## src/rtl/xnor_serial_compare.sv

```systemverilog
// xnor_serial_compare
//
// Compares two WIDTH-bit operands one bit per cycle, LSB first, using a
// shared external XNOR cell. Each SHIFT cycle the LSBs of the captured
// operands are presented on gate_a/gate_b and the cell's answer on gate_y is
// folded into an equality accumulator (and optionally a match counter).
//
// Optional feature macro: MATCH_COUNT_EN adds the match_cnt output, which
// reports how many bit positions of A and B agree.
//
// Ports
//   clk        in   clock, rising edge
//   rst_n      in   asynchronous active-low reset
//   start      in   compare request, sampled only while idle
//   a_in       in   [WIDTH] operand A, captured on accepted start
//   b_in       in   [WIDTH] operand B, captured on accepted start
//   gate_a     out  bit driven to XNOR cell input a
//   gate_b     out  bit driven to XNOR cell input b
//   gate_y     in   XNOR cell output (combinational return)
//   busy       out  high in SHIFT and DONE
//   done       out  one-cycle pulse, result valid
//   equal      out  A == B, held until the next result
//   match_cnt  out  [$clog2(WIDTH+1)] agreeing bit count (MATCH_COUNT_EN only)
//
// State  | meaning
// -------+-----------------------------------------------------------
// S_IDLE | waiting for start; gates driven low
// S_SHIFT| one operand bit per cycle through the XNOR cell (WIDTH cycles)
// S_DONE | done pulse; result registers already hold the new result

module xnor_serial_compare #(
  parameter int WIDTH = 8
) (
  input  logic             clk,
  input  logic             rst_n,
  input  logic             start,
  input  logic [WIDTH-1:0] a_in,
  input  logic [WIDTH-1:0] b_in,
  output logic             gate_a,
  output logic             gate_b,
  input  logic             gate_y,
  output logic             busy,
  output logic             done,
  output logic             equal
`ifdef MATCH_COUNT_EN
  ,
  output logic [$clog2(WIDTH+1)-1:0] match_cnt
`endif
);

  localparam int IW = $clog2(WIDTH);
  localparam int CW = $clog2(WIDTH+1);

  typedef enum logic [1:0] {
    S_IDLE  = 2'd0,
    S_SHIFT = 2'd1,
    S_DONE  = 2'd2
  } state_t;

  state_t           r_state;
  state_t           w_state_nxt;
  logic [WIDTH-1:0] r_sa;
  logic [WIDTH-1:0] r_sb;
  logic [IW-1:0]    r_idx;
  logic             r_acc;
  logic             r_equal;

  logic w_capture;
  logic w_shift;
  logic w_last;
  logic w_y;
  logic w_busy;
  logic w_done;
  logic w_gate_a;
  logic w_gate_b;

  assign w_last = (r_idx == IW'(WIDTH - 1));

  // An unknown cell output counts as a mismatch: only a clean 1 is a match.
  always_comb begin
    w_y = 1'b0;
    if (gate_y == 1'b1) w_y = 1'b1;
  end

  always_ff @(posedge clk or negedge rst_n) begin
    if (!rst_n) r_state <= S_IDLE;
    else        r_state <= w_state_nxt;
  end

  always_comb begin
    w_state_nxt = r_state;
    w_capture   = 1'b0;
    w_shift     = 1'b0;
    w_busy      = 1'b0;
    w_done      = 1'b0;
    w_gate_a    = 1'b0;
    w_gate_b    = 1'b0;
    unique case (r_state)
      S_IDLE: begin
        if (start) begin
          w_capture   = 1'b1;
          w_state_nxt = S_SHIFT;
        end
      end
      S_SHIFT: begin
        w_busy   = 1'b1;
        w_shift  = 1'b1;
        w_gate_a = r_sa[0];
        w_gate_b = r_sb[0];
        if (w_last) w_state_nxt = S_DONE;
      end
      S_DONE: begin
        w_busy      = 1'b1;
        w_done      = 1'b1;
        w_state_nxt = S_IDLE;
      end
      default: w_state_nxt = S_IDLE;
    endcase
  end

  // Results are latched on the edge that enters DONE, folding in the final
  // bit, so equal is already valid while done is high.
  always_ff @(posedge clk or negedge rst_n) begin
    if (!rst_n) begin
      r_sa    <= '0;
      r_sb    <= '0;
      r_idx   <= '0;
      r_acc   <= 1'b0;
      r_equal <= 1'b0;
    end else if (w_capture) begin
      r_sa  <= a_in;
      r_sb  <= b_in;
      r_idx <= '0;
      r_acc <= 1'b1;
    end else if (w_shift) begin
      r_sa  <= r_sa >> 1;
      r_sb  <= r_sb >> 1;
      r_acc <= r_acc & w_y;
      if (w_last) begin
        r_idx   <= '0;
        r_equal <= r_acc & w_y;
      end else begin
        r_idx <= r_idx + 1'b1;
      end
    end
  end

`ifdef MATCH_COUNT_EN
  logic [CW-1:0] r_mcnt;
  logic [CW-1:0] r_match_cnt;

  always_ff @(posedge clk or negedge rst_n) begin
    if (!rst_n) begin
      r_mcnt      <= '0;
      r_match_cnt <= '0;
    end else if (w_capture) begin
      r_mcnt <= '0;
    end else if (w_shift) begin
      r_mcnt <= r_mcnt + CW'(w_y);
      if (w_last) r_match_cnt <= r_mcnt + CW'(w_y);
    end
  end

  assign match_cnt = r_match_cnt;
`endif

  assign gate_a = w_gate_a;
  assign gate_b = w_gate_b;
  assign busy   = w_busy;
  assign done   = w_done;
  assign equal  = r_equal;

endmodule

```

## config.mk

```make
export PLATFORM = sky130hd
export DESIGN_NAME = xnor_serial_compare
export DESIGN_NICKNAME = d
export VERILOG_FILES = /design/src/rtl/xnor_serial_compare.sv
export SDC_FILE = /design/constraint.sdc
export NUM_CORES = 1
export LEC_CHECK = 0
export BUFFER_PORTS_ARGS = -buffer_cell sky130_fd_sc_hd__buf_4
export CORE_ASPECT_RATIO = 1.2
export CORE_UTILIZATION = 45
export CTS_CLUSTER_DIAMETER = 150
export DETAILED_ROUTE_END_ITERATION = 10
export PLACE_DENSITY = 0.67
export REMOVE_ABC_BUFFERS = 1
export SETUP_SLACK_MARGIN = 0.05
export SYNTH_ARGS = -nofsm -noshare
export SYNTH_HDL_FRONTEND = slang
export SYNTH_SLANG_ARGS = --single-unit
export TNS_END_PERCENT = 10
```

## constraint.sdc

```tcl
create_clock -name clk -period 2.7 [get_ports clk]
set_clock_uncertainty 0.2 [all_clocks]
set_input_delay 0.135 -clock clk [delete_from_list [all_inputs] [get_ports clk]]
set_output_delay 0.135 -clock clk [all_outputs]
set_load 0.02 [all_outputs]
```

# == Yosys cells after proc, flatten, opt, wreduce, memory -nomap -nowiden ==
# Index checks and enable logic that the tools add are counted.
# Widths: inputs -> output; s select.
# totals
reg_bits,23
latchBits,0
ram_bits,0
mem_bits_ro,0
output_inout_bits,5
elab_cells,39
n_memories,0
# classes
addsub,1
mul,0
div,0
magnitude_cmp,0
eq_ne,5
shifts,0
mux,20
bitwise_logic,2
n_reduce_logical,5
# ops
operator,count
$mux 8,4
$mux 1,10
$mux 3,3
$mux 2,2
$ne 2x2->1 const B,2
$pmux 2 s2,1
$add 3x1->3 const B,1
$eq 3x3->1 const B,1
$reduce_and 3->1,1
$eq 2x1->1 const B,1
$eq 2x2->1 const B,1
$logic_not 2->1,1
$reduce_and 2->1,1
$reduce_bool 2->1,1
$reduce_or 2->1,1
$and 1x1->1,1
$not 1->1,1

# == Depth between registers and ports, before layout ==
# Gate-level depths: netlist of the first run.
# depth
word_depth,4
ltp_mapped,7
mapped_depth_nobuf,5

# == Least setup slack after synthesis of the first run ==
# No wires, ideal clock.
# synth_path
path_type,reg-to-reg
startpoint,reg r_idx[0]
endpoint,reg r_state[0]
arrival_time_ns,1.201
t_required_ns,2.372
setup_slack_ns,1.171
stages_incl_launch_ff,5
n_path_buf,0
synth_period_minus_slack_ns,1.529
cell_sequence,dfrtp_1 > ha_1 > ha_1 > a2bb2oi_2 > mux2_1
# synth_via
elab_chain_cells,3
# synth_rtl
element,line_no,source
from (decl),64,logic [IW-1:0] r_idx;
from (signal assigned),143,r_idx <= r_idx + 1'b1;
$eq 3x3->1,77,assign w_last = (r_idx == IW'(WIDTH - 1));
$ne 2x2->1 (no line),n/a,
$reduce_and 2->1 (no line),n/a,
to (signal assigned),87,else r_state <= w_state_nxt;
to (decl),60,state_t r_state;
# Every way passes these cells.
# A chain may end at the register's enable or synchronous reset.

# == Final worst setup path of the first run ==
# layout_path
startpoint,reg r_state[1]
endpoint,out gate_a
# layout_via
elab_chain_cells,2
# layout_rtl
element,line_no,source
$eq 2x1->1,98,unique case (r_state)
$mux 1,98,
to (decl),39,"output logic gate_a,"
# Every way passes these cells.

==> run summary, run 1 <==
status -> completed
CP max stage cell -> ha_1
Synth Register Bits -> 23
DR WL/cell -> 11.1 um
Critical Path Max Stage Delay -> 480 ps
Slew Limit Fails -> 0
GRT Overall Usage -> 0.176
sequential share of the synthesized area -> 0.509
Yosys warning total -> 0
CTS Buffer Depth -> 2
die height -> 56.9 um
cell area after synthesis -> 1130 um2
starting density of the core -> 0.485
total core area -> 2330 um2
Worst Path Buf+Inv -> 3
CTS Buf Count -> 3
startpoint types -> flop
TritonCTS clock tree -> yes
area of the multi-input gates -> 503 um2
CP startpoint -> r_state[1]
clock-pin transition on the worst setup and hold timing paths -> 110 ps
clock sink count -> 23
Fin Hold WS -> 43.2 ps
Max VDD drop -> 0.000602 V
CTS resizes -> 0
EDFF count, synth -> 0
main flop type after synthesis -> dfrtp_1
critical path peak fanout -> 12
worst path arrival time -> 1920 ps
cell area power density -> 940 nW/um2
Root Buffer -> clkbuf_4
DP Area -> 1330 um2
Top delay family on crit path -> buffers and inverters
antenna violations before repair -> 0
vias in the first global route -> 863
Via Count -> 877
Switching Share -> 0.374
max cap viols -> 0
FF/Latch Area -> 576 um2
I/O Buffers -> 24
Setup WS pre-CTS -> 743 ps
Clock Power Share -> 0.104
Die Span X -> 47.8 um
Clk Latency, worst-skew pair -> 300 ps
period utilisation layout -> 0.837
post-layout minimum cycle time -> 2260 ps
FF-to-FF Start -> r_state[1]
Ports -> 25
Syn Area/Cell -> 10.6 um2
Hold Path Class -> in -> async
Required @ worst endpoint -> 2370 ps
FFs w/ async S/R, synth -> 1.00
global-route wire length before repair -> 3500 um
DRT Wirelength -> 2000 um
DRT Pass-1 Iters -> 5
Final Wtd Congestion -> 0.687
largest net degree at the start of global routing -> 29
antenna cell count -> 0
ANT nets after route -> 0
Power Internal -> 0.000903 W
Cells after Synth -> 107
Distinct cells, synth -> 17
Cell Rows -> 19
Iter 0 DRT Violations -> 21
Setup WS post-layout -> 440 ps
critical path's most frequent cell -> buf_4
fill count -> 209
NetSw -> 0.000539 W
Slew @ Worst Pin -> 488 ps
Setup Viol. Count Final -> 0
RSZ-0062 raised after global routing -> false
crit end category -> output pin
top cells by area, synth -> dfrtp_1 51%, mux2i_1 14%, ha_1 7.7%
post-synth top area cell -> dfrtp_1
Seq pwr share -> 0.414
area delta synth->final -> 35.6%
Crit Path Category -> reg -> out
Pleak -> 0.731 nW
Max Clock Freq -> 0.443 GHz
setup TNS -> 0 ps
critical path, cell by cell -> inv_1, ha_1, buf_4, and2_1, buf_4
H-tree level count -> 1
Slew HR -> 0.675
fin area -> 1530 um2
Die ar. -> 2720 um2
power share of the combinational group -> 0.482
grt total ovfl -> 0
Layout Nets -> 177
layout cells sized above 1 -> 0.208
vias per std cell -> 4.87
DRC Markers -> 0
Final Hold Fails -> 0
top-area cell type share of the netlist area -> 0.509
-- power by group through the flow --
stage | registers [W] | logic (W) | clock network, W
after CTS | 0.000598 | 0.000707 | 0.000158
after global placement | 0.000601 | 0.000663 | 0
after floorplan | 0.000585 | 0.000514 | 0
after global routing | 0.000619 | 0.000792 | 0.000172
after detailed placement | 0.000607 | 0.000682 | 0
final | 0.000596 | 0.000696 | 0.000150
-- cells in the mapped netlist (2+ instances only) --
cell type and n:
mux2i_1 16, buf_4 3, o21ai_0 2, nand2_1 21, ha_1 7, dfrtp_1 23
inv_1 3, nor2_1 3, mux2_1 2, o21ai_1 16, and2_1 3, buf_2 3
-- placed cells by master (no fill, tap or decap) --
master | Yosys | layout
nor2_1 | 3 | 3
clkbuf_1 | 0 | 1
mux2_1 | 2 | 2
dfrtp_1 | 23 | 23
and2_1 | 3 | 3
nand2_1 | 21 | 21
mux2i_1 | 16 | 16
o21ai_1 | 16 | 16
o21ai_0 | 2 | 2
ha_1 | 7 | 7
dlygate4sd3_1 | 0 | 18
inv_2 | 1 | 1
nand2b_1 | 1 | 1
buf_4 | 3 | 26
nor3b_1 | 1 | 1
inv_1 | 3 | 3
a2bb2oi_2 | 1 | 1
a21oi_1 | 1 | 1
clkbuf_4 | 0 | 3
-- kinds of logic after synthesis --
family | share of synthesized area
flops | 0.509
compound gates | 0.0973
mux | 0.161
fa+ha+maj | 0.0774
buf+inv | 0.0465
simple gates | 0.108
-- what timing repair did --
item	4_1_cts	5_1_grt
hold endpoints to repair	41	0
hold buffers	18	0
buffers inserted	0	0
-- final timing paths --
check | cells after the start | endpoint | slack, ps
min | 2 | r_sb[0] | 40
max reg2reg | 5 | r_state[0] | 740
min in group clk | 4 | r_state[1] | 70
max | 5 | gate_a | 440
max in group asynchronous | 2 | r_sa[1] | 2040
min reg2reg | 2 | equal | 310
-- state kept, by name, indices dropped and copies added (netlist names) --
signal   count
r_sa         8
r_acc        1
equal        1
r_idx        3
r_sb         8
r_state      2
-- stage by stage --
stage | total power (W) | utilization | cells
after global routing | 0.00158 | 0.658 | 180
after CTS | 0.00146 | 0.658 | 180
final | 0.00144 | 0.658 | 180
after detailed placement | 0.00129 | 0.570 | 158
after floorplan | 0.00110 | - | 101
after global placement | 0.00126 | 0.570 | 158
-- final cells by class --
type	count	share of cell area
tap	31	0.0253
clock buffer	4	0.0171
multi-input combinational	74	0.328
timing repair buffer	44	0.245
inverter	4	0.00979
sequential	23	0.375
-- layer usage --
layer	part of all wire	global-route usage	up-vias	wire (um)
met3	0.040	0.0289	2	79
met1	0.45	0.206	414	904
li1	-	-	443	-
met5	0	0	-	0
met2	0.50	0.309	18	1000
met4	0.0070	0.0595	0	14
No activity file was read; power rests on OpenSTA's default activity.
==> run 2, diff against run 1 <==
--- a/config.mk
+++ b/config.mk
@@ -10,7 +10,7 @@
 export CORE_UTILIZATION = 45
 export CTS_CLUSTER_DIAMETER = 150
 export DETAILED_ROUTE_END_ITERATION = 10
-export PLACE_DENSITY = 0.67
+export PLACE_DENSITY = 0.7
 export REMOVE_ABC_BUFFERS = 1
 export SETUP_SLACK_MARGIN = 0.05
 export SYNTH_ARGS = -nofsm -noshare
==> constraint.sdc (replaced) <==
create_clock -name clk -period 2 [get_ports clk]
set_clock_uncertainty 0.2 [all_clocks]
set_input_delay 0.1 -clock clk [delete_from_list [all_inputs] [get_ports clk]]
set_output_delay 0.1 -clock clk [all_outputs]
set_load 0.02 [all_outputs]
==> run 2 against run 1 <==
- power up 42%
- worst hold slack got worse by 36 ps
- non-clock buffer count stayed put
- wire length is 13% higher
- design area rose by 1.9%
- register-to-register slack got worse by 360 ps
- sequential power grew 37%
- clock power rose by 41%
- combinational power increased by 47%
- global-route usage grew 1.6 points
- cell count is the same
- critical endpoint is now gate_b
- largest cell class unchanged
==> run summary, run 2 (same netlist as run 1, synthesis figures left out) <==
status -> completed
Top Registers -> r_sa: 8 flops, r_sb: 8 flops, r_idx: 3 flops
Slew @ Worst Pin -> 292 ps (-196 ps)
Root Buffer -> clkbuf_4
fill count -> 195 (-6.7%)
I/O Buffers -> 24 (unchanged)
Required @ worst endpoint -> 1700 ps (-670 ps)
grt total ovfl -> 0 (unchanged)
Cell Rows -> 19 (unchanged)
CTS Buffer Depth -> 2 (unchanged)
HPWL Detailed -> 1440 um
commonest non-fill, non-tap cells in the layout -> 24 x buf_4, 23 x dfrtp_1, 21 x nand2_1, 18 x dlygate4sd3_1
Crit Path Category -> reg -> out
Via Count -> 877 (unchanged)
cell area power density -> 1310 nW/um2 (+40%)
H-tree level count -> 1 (unchanged)
die height -> 56.9 um (unchanged)
DR WL/cell -> 12.6 um (+13%)
Reg2Reg Depth -> 4 (-1)
Pleak -> 0.739 nW (+1.1%)
ANT nets after route -> 0 (unchanged)
area delta synth->final -> 38.2%
area of the multi-input gates -> 505 um2 (+0.50%)
Final Hold Fails -> 0 (unchanged)
Die Span X -> 47.8 um (unchanged)
Ports -> 25 (unchanged)
Die ar. -> 2720 um2 (unchanged)
startpoint types -> flop
vias per std cell -> 4.87 (unchanged)
crit end category -> output pin
layout cells sized above 1 -> 0.228 (+0.0201)
worst path arrival time -> 1490 ps (-430 ps)
largest net degree at the start of global routing -> 37 (+28%)
Max VDD drop -> 0.00108 V (+79%)
TritonCTS clock tree -> yes
antenna cell count -> 0 (unchanged)
Max Clock Freq -> 0.560 GHz
r2r endpoint -> r_state[1]
clock sink count -> 23 (unchanged)
FF-to-FF Start -> r_idx[0]
dpl cells -> 158 (unchanged)
antenna violations before repair -> 0 (unchanged)
fin util -> 0.671 (+0.0124)
Hold Path Class -> in -> async
Slew HR -> 0.805 (+0.131)
max cap viols -> 0 (unchanged)
Clk Latency, worst-skew pair -> 300 ps (about the same)
most common cell after layout, fill and taps aside -> buf_4
period utilisation layout -> 0.893
starting density of the core -> 0.485 (unchanged)
total core area -> 2330 um2 (unchanged)
setup TNS -> 0 ps (unchanged)
DRC Markers -> 0 (unchanged)
reg2reg setup slack -> 380 ps (-360 ps)
GRT Overall Usage -> 0.192 (+0.0159)
critical path peak fanout -> 20 (+8)
DRT Wirelength -> 2260 um (+13%)
DRT Pass-1 Iters -> 4 (-1)
clock-pin transition on the worst setup and hold timing paths -> 120 ps (about the same)
Setup Viol. Count Final -> 0 (unchanged)
Final Wtd Congestion -> 0.705 (+2.5%)
FF/Latch Area -> 576 um2 (unchanged)
Iter 0 DRT Violations -> 15 (-29%)
CTS Buf Count -> 3 (unchanged)
Slew Limit Fails -> 0 (unchanged)
global-route wire length before repair -> 3650 um (+4.3%)
RSZ-0062 raised after global routing -> false
vias in the first global route -> 864 (+0.12%)
Layout Nets -> 177 (unchanged)
post-layout minimum cycle time -> 1790 ps
Non-Filler Instances -> 180 (unchanged)
==> run 2: cell types whose count changed in the layout (fill, tap and decap cells not counted) <==
cell,previous run,this run
inv_2,1,2
buf_4,26,24
ha_1,7,6
inv_1,3,2
clkbuf_1,1,0
ha_2,0,1
buf_12,0,2
clkinv_2,0,1
==> run 2: worst max-delay path by stage <==
stage / from / endpoint / slack, ps
3_5_place_dp: r_state[1] / r_idx[0] / 310
3_3_place_gp: r_idx[0] / r_state[1] / 410
2_1_floorplan: r_state[1] / r_state[0] / -140
6_report: r_state[1] / gate_b / 210
4_1_cts: r_state[1] / gate_a / 90
5_1_grt: r_state[1] / gate_b / 90
==> run 2: what timing repair did <==
action | 4_1_cts | 5_1_grt
hold buffers | 18 | 0
setup endpoints to repair | 2 | 2
hold endpoints to repair | 41 | 0
buffers inserted | 0 | 0
gates resized for setup | 1 | 4
==> run 2: report_power, final <==
group | total, W | switching, W | leakage (nW) | internal, W
registers | 0.000819 | 0.000134 | 0.285 | 0.000685
logic | 0.00102 | 0.000521 | 0.437 | 0.000504
clock network | 0.000211 | 0.000136 | 0.0177 | 0.0000745
==> run 2: area by class of cell <==
class | count | area share
Sequential cell | 23 | 0.368
Multi-Input combinational cell | 74 | 0.323
Timing Repair Buffer | 44 | 0.256
Tap cell | 31 | 0.0248
Clock buffer | 3 | 0.0144
Inverter | 4 | 0.00961
Clock inverter | 1 | 0.00320
==> run 2: metal layers <==
layer | routed length, um | track usage | part of all wire | vias to the layer above
met1 | 990 | 0.228 | 0.44 | 405
met4 | 42 | 0.0873 | 0.019 | 0
li1 | - | - | - | 446
met5 | 0 | 0 | 0 | -
met3 | 56 | 0.0289 | 0.025 | 6
met2 | 1170 | 0.324 | 0.52 | 20
==> run 2: worst max-delay path, stage by stage (launching register included) <==
cell	delay, ps
dfrtp_1	430
inv_2	90
ha_2	210
buf_12	180
and2_1	140
buf_4	130
==> run 2: per-stage QoR <==
step                      power, W  hold slack (ps)  setup slack, ps  instance area (um2)
after floorplan            0.00148             -396             -139                 1090
after detailed placement   0.00178             -188              314                 1340
after global routing       0.00222             32.5             92.2                 1560
after global placement     0.00172             -192              415                 1340
final                      0.00205             7.27              213                 1560
after CTS                  0.00204             3.16             90.1                 1550
==> run 3, diff against run 2 <==
--- a/config.mk
+++ b/config.mk
@@ -11,6 +11,7 @@
 export CTS_CLUSTER_DIAMETER = 150
 export DETAILED_ROUTE_END_ITERATION = 10
 export PLACE_DENSITY = 0.7
+export RECOVER_POWER = 25
 export REMOVE_ABC_BUFFERS = 1
 export SETUP_SLACK_MARGIN = 0.05
 export SYNTH_ARGS = -nofsm -noshare
==> run 3 against run 2 <==
- wire length shrank 0.27%
- non-clock buffer count is the same
- combinational power is essentially flat
- via count grew 0.23%
- global-route usage is the same
- clock power is essentially flat
- sequential share of layout area grew 0.089 points
- first-iteration DRC count is the same
- sequential cell count is the same
- critical path type unchanged
- worst setup slack is the same
==> run summary, run 3 (same netlist as run 1, synthesis figures left out) <==
fin util -> 0.669 (-0.00161)
max cap viols -> 0 (unchanged)
H-tree level count -> 1 (unchanged)
total core area -> 2330 um2 (unchanged)
Top Registers -> r_sa: 8 flops, r_sb: 8 flops, r_idx: 3 flops
Crit path depth -> 5 (unchanged)
Iter 0 DRT Violations -> 15 (unchanged)
RSZ-0062 raised after global routing -> false
commonest non-fill, non-tap cells in the layout -> 23 x dfrtp_1, 23 x buf_4, 21 x nand2_1, 18 x dlygate4sd3_1
Setup WS post-layout -> 213 ps (unchanged)
DP Area -> 1340 um2 (unchanged)
worst path arrival time -> 1490 ps (about the same)
grt total ovfl -> 0 (unchanged)
die height -> 56.9 um (unchanged)
post-layout minimum cycle time -> 1790 ps (unchanged)
crit end category -> output pin
Slew @ Worst Pin -> 1210 ps (+920 ps)
GRT Overall Usage -> 0.192 (unchanged)
global-route wire length before repair -> 3650 um (unchanged)
antenna violations before repair -> 0 (unchanged)
reg2reg setup slack -> 380 ps (about the same)
setup TNS -> 0 ps (unchanged)
Non-Filler Instances -> 180 (unchanged)
area delta synth->final -> 37.8%
hold path depth -> 4
dpl cells -> 158 (unchanged)
I/O Buffers -> 24 (unchanged)
HPWL Detailed -> 1440 um (unchanged)
Final Wtd Congestion -> 0.705 (unchanged)
fin area -> 1560 um2 (-0.24%)
critical path peak fanout -> 20 (unchanged)
DRT Wirelength -> 2260 um (-0.27%)
Via Count -> 879 (+0.23%)
DRC Markers -> 0 (unchanged)
CTS Buf Count -> 3 (unchanged)
DR WL/cell -> 12.5 um (-0.27%)
vias per std cell -> 4.88 (+0.23%)
layout cells sized above 1 -> 0.221 (-0.00671)
Worst Setup EP -> gate_b
FF-to-FF Start -> r_idx[0]
Max VDD drop -> 0.00108 V (about the same)
critical path, cell by cell -> inv_2, ha_2, buf_12, and2_1, buf_4
CP startpoint -> r_state[1]
TritonCTS clock tree -> yes
Layout Nets -> 177 (unchanged)
Hold Path Class -> in -> reg
ANT nets after route -> 0 (unchanged)
r2r endpoint -> r_state[1]
Clk Latency, worst-skew pair -> 300 ps (about the same)
Reg2Reg Depth -> 4 (unchanged)
CP max stage cell -> dfrtp_1
cell area power density -> 1320 nW/um2 (+0.19%)
Top delay family on crit path -> flip-flops
Required @ worst endpoint -> 1700 ps (about the same)
Final Hold Fails -> 0 (unchanged)
Setup WS pre-CTS -> 314 ps (unchanged)
clock-pin transition on the worst setup and hold timing paths -> 120 ps (about the same)
DRT Pass-1 Iters -> 4 (unchanged)
Die ar. -> 2720 um2 (unchanged)
period utilisation layout -> 0.893 (unchanged)
startpoint types -> flop
Worst Path Buf+Inv -> 3 (unchanged)
vias in the first global route -> 864 (unchanged)
starting density of the core -> 0.485 (unchanged)
clock sink count -> 23 (unchanged)
Slew Limit Fails -> 0 (unchanged)
Critical Path Max Stage Delay -> 430 ps (about the same)
Cell Rows -> 19 (unchanged)
Slew HR -> 0.192 (-0.613)
Setup Viol. Count Final -> 0 (unchanged)
Die Span X -> 47.8 um (unchanged)
Crit Path Category -> reg -> out
Pleak -> 0.736 nW (-0.49%)
Max Clock Freq -> 0.560 GHz (unchanged)
status -> completed
Ports -> 25 (unchanged)
CTS Buffer Depth -> 2 (unchanged)
largest net degree at the start of global routing -> 37 (unchanged)
Root Buffer -> clkbuf_4
antenna cell count -> 0 (unchanged)
-- run 3: what timing repair did --
item,CTS,global route
gates resized for setup,1,4
pin swaps,0,0
setup endpoints to repair,2,2
endpoints found under the hold margin,41,0
setup buffers,0,0
hold buffers,18,0
-- run 3: metal layers --
metal / global-route usage / vias up / part of all wire
met3: 0.0289 / 6 / 0.025
met4: 0.0873 / 0 / 0.019
met1: 0.228 / 407 / 0.44
met5: 0 / - / 0
met2: 0.324 / 20 / 0.52
li1: - / 446 / -
-- run 3: per-stage QoR --
step                total power [W]  hold slack, ps
floorplan                   0.00148            -396
global placement            0.00172            -192
detailed placement          0.00178            -188
CTS                         0.00204            3.16
global route                0.00222            32.5
finish                      0.00205            38.0
-- run 3: worst min-delay path, delay by kind of cell --
kind | cells | cell delay (ps)
buffers and inverters | 2 | 170
AOI/OAI and AO/OA | 1 | 60
muxes | 1 | 190
-- run 3: worst min-delay path by stage --
stage	start	endpoint	slack, ps
2_1_floorplan	rst_n	equal	-400
3_3_place_gp	rst_n	r_sb[1]	-190
3_5_place_dp	rst_n	r_sb[2]	-190
4_1_cts	rst_n	r_sa[0]	3
5_1_grt	start	r_state[0]	30
6_report	start	r_state[0]	40
-- run 3: final cells by class --
| class | instances | area (um2) |
|---|---|---|
| Timing Repair Buffer | 44 | 397 |
| Inverter | 4 | 15.0 |
| Multi-Input combinational cell | 74 | 505 |
| Clock inverter | 1 | 5.00 |
| Clock buffer | 3 | 22.5 |
| Sequential cell | 23 | 576 |
| Fill cell | 197 | 771 |
| Tap cell | 31 | 38.8 |
-- run 3: power breakdown --
| part | total [W] | internal (W) | leakage [nW] | switching [W] |
|---|---|---|---|---|
| Sequential | 0.000819 | 0.000685 | 0.285 | 0.000134 |
| Clock | 0.000211 | 0.0000745 | 0.0177 | 0.000136 |
| Combinational | 0.00102 | 0.000503 | 0.433 | 0.000521 |
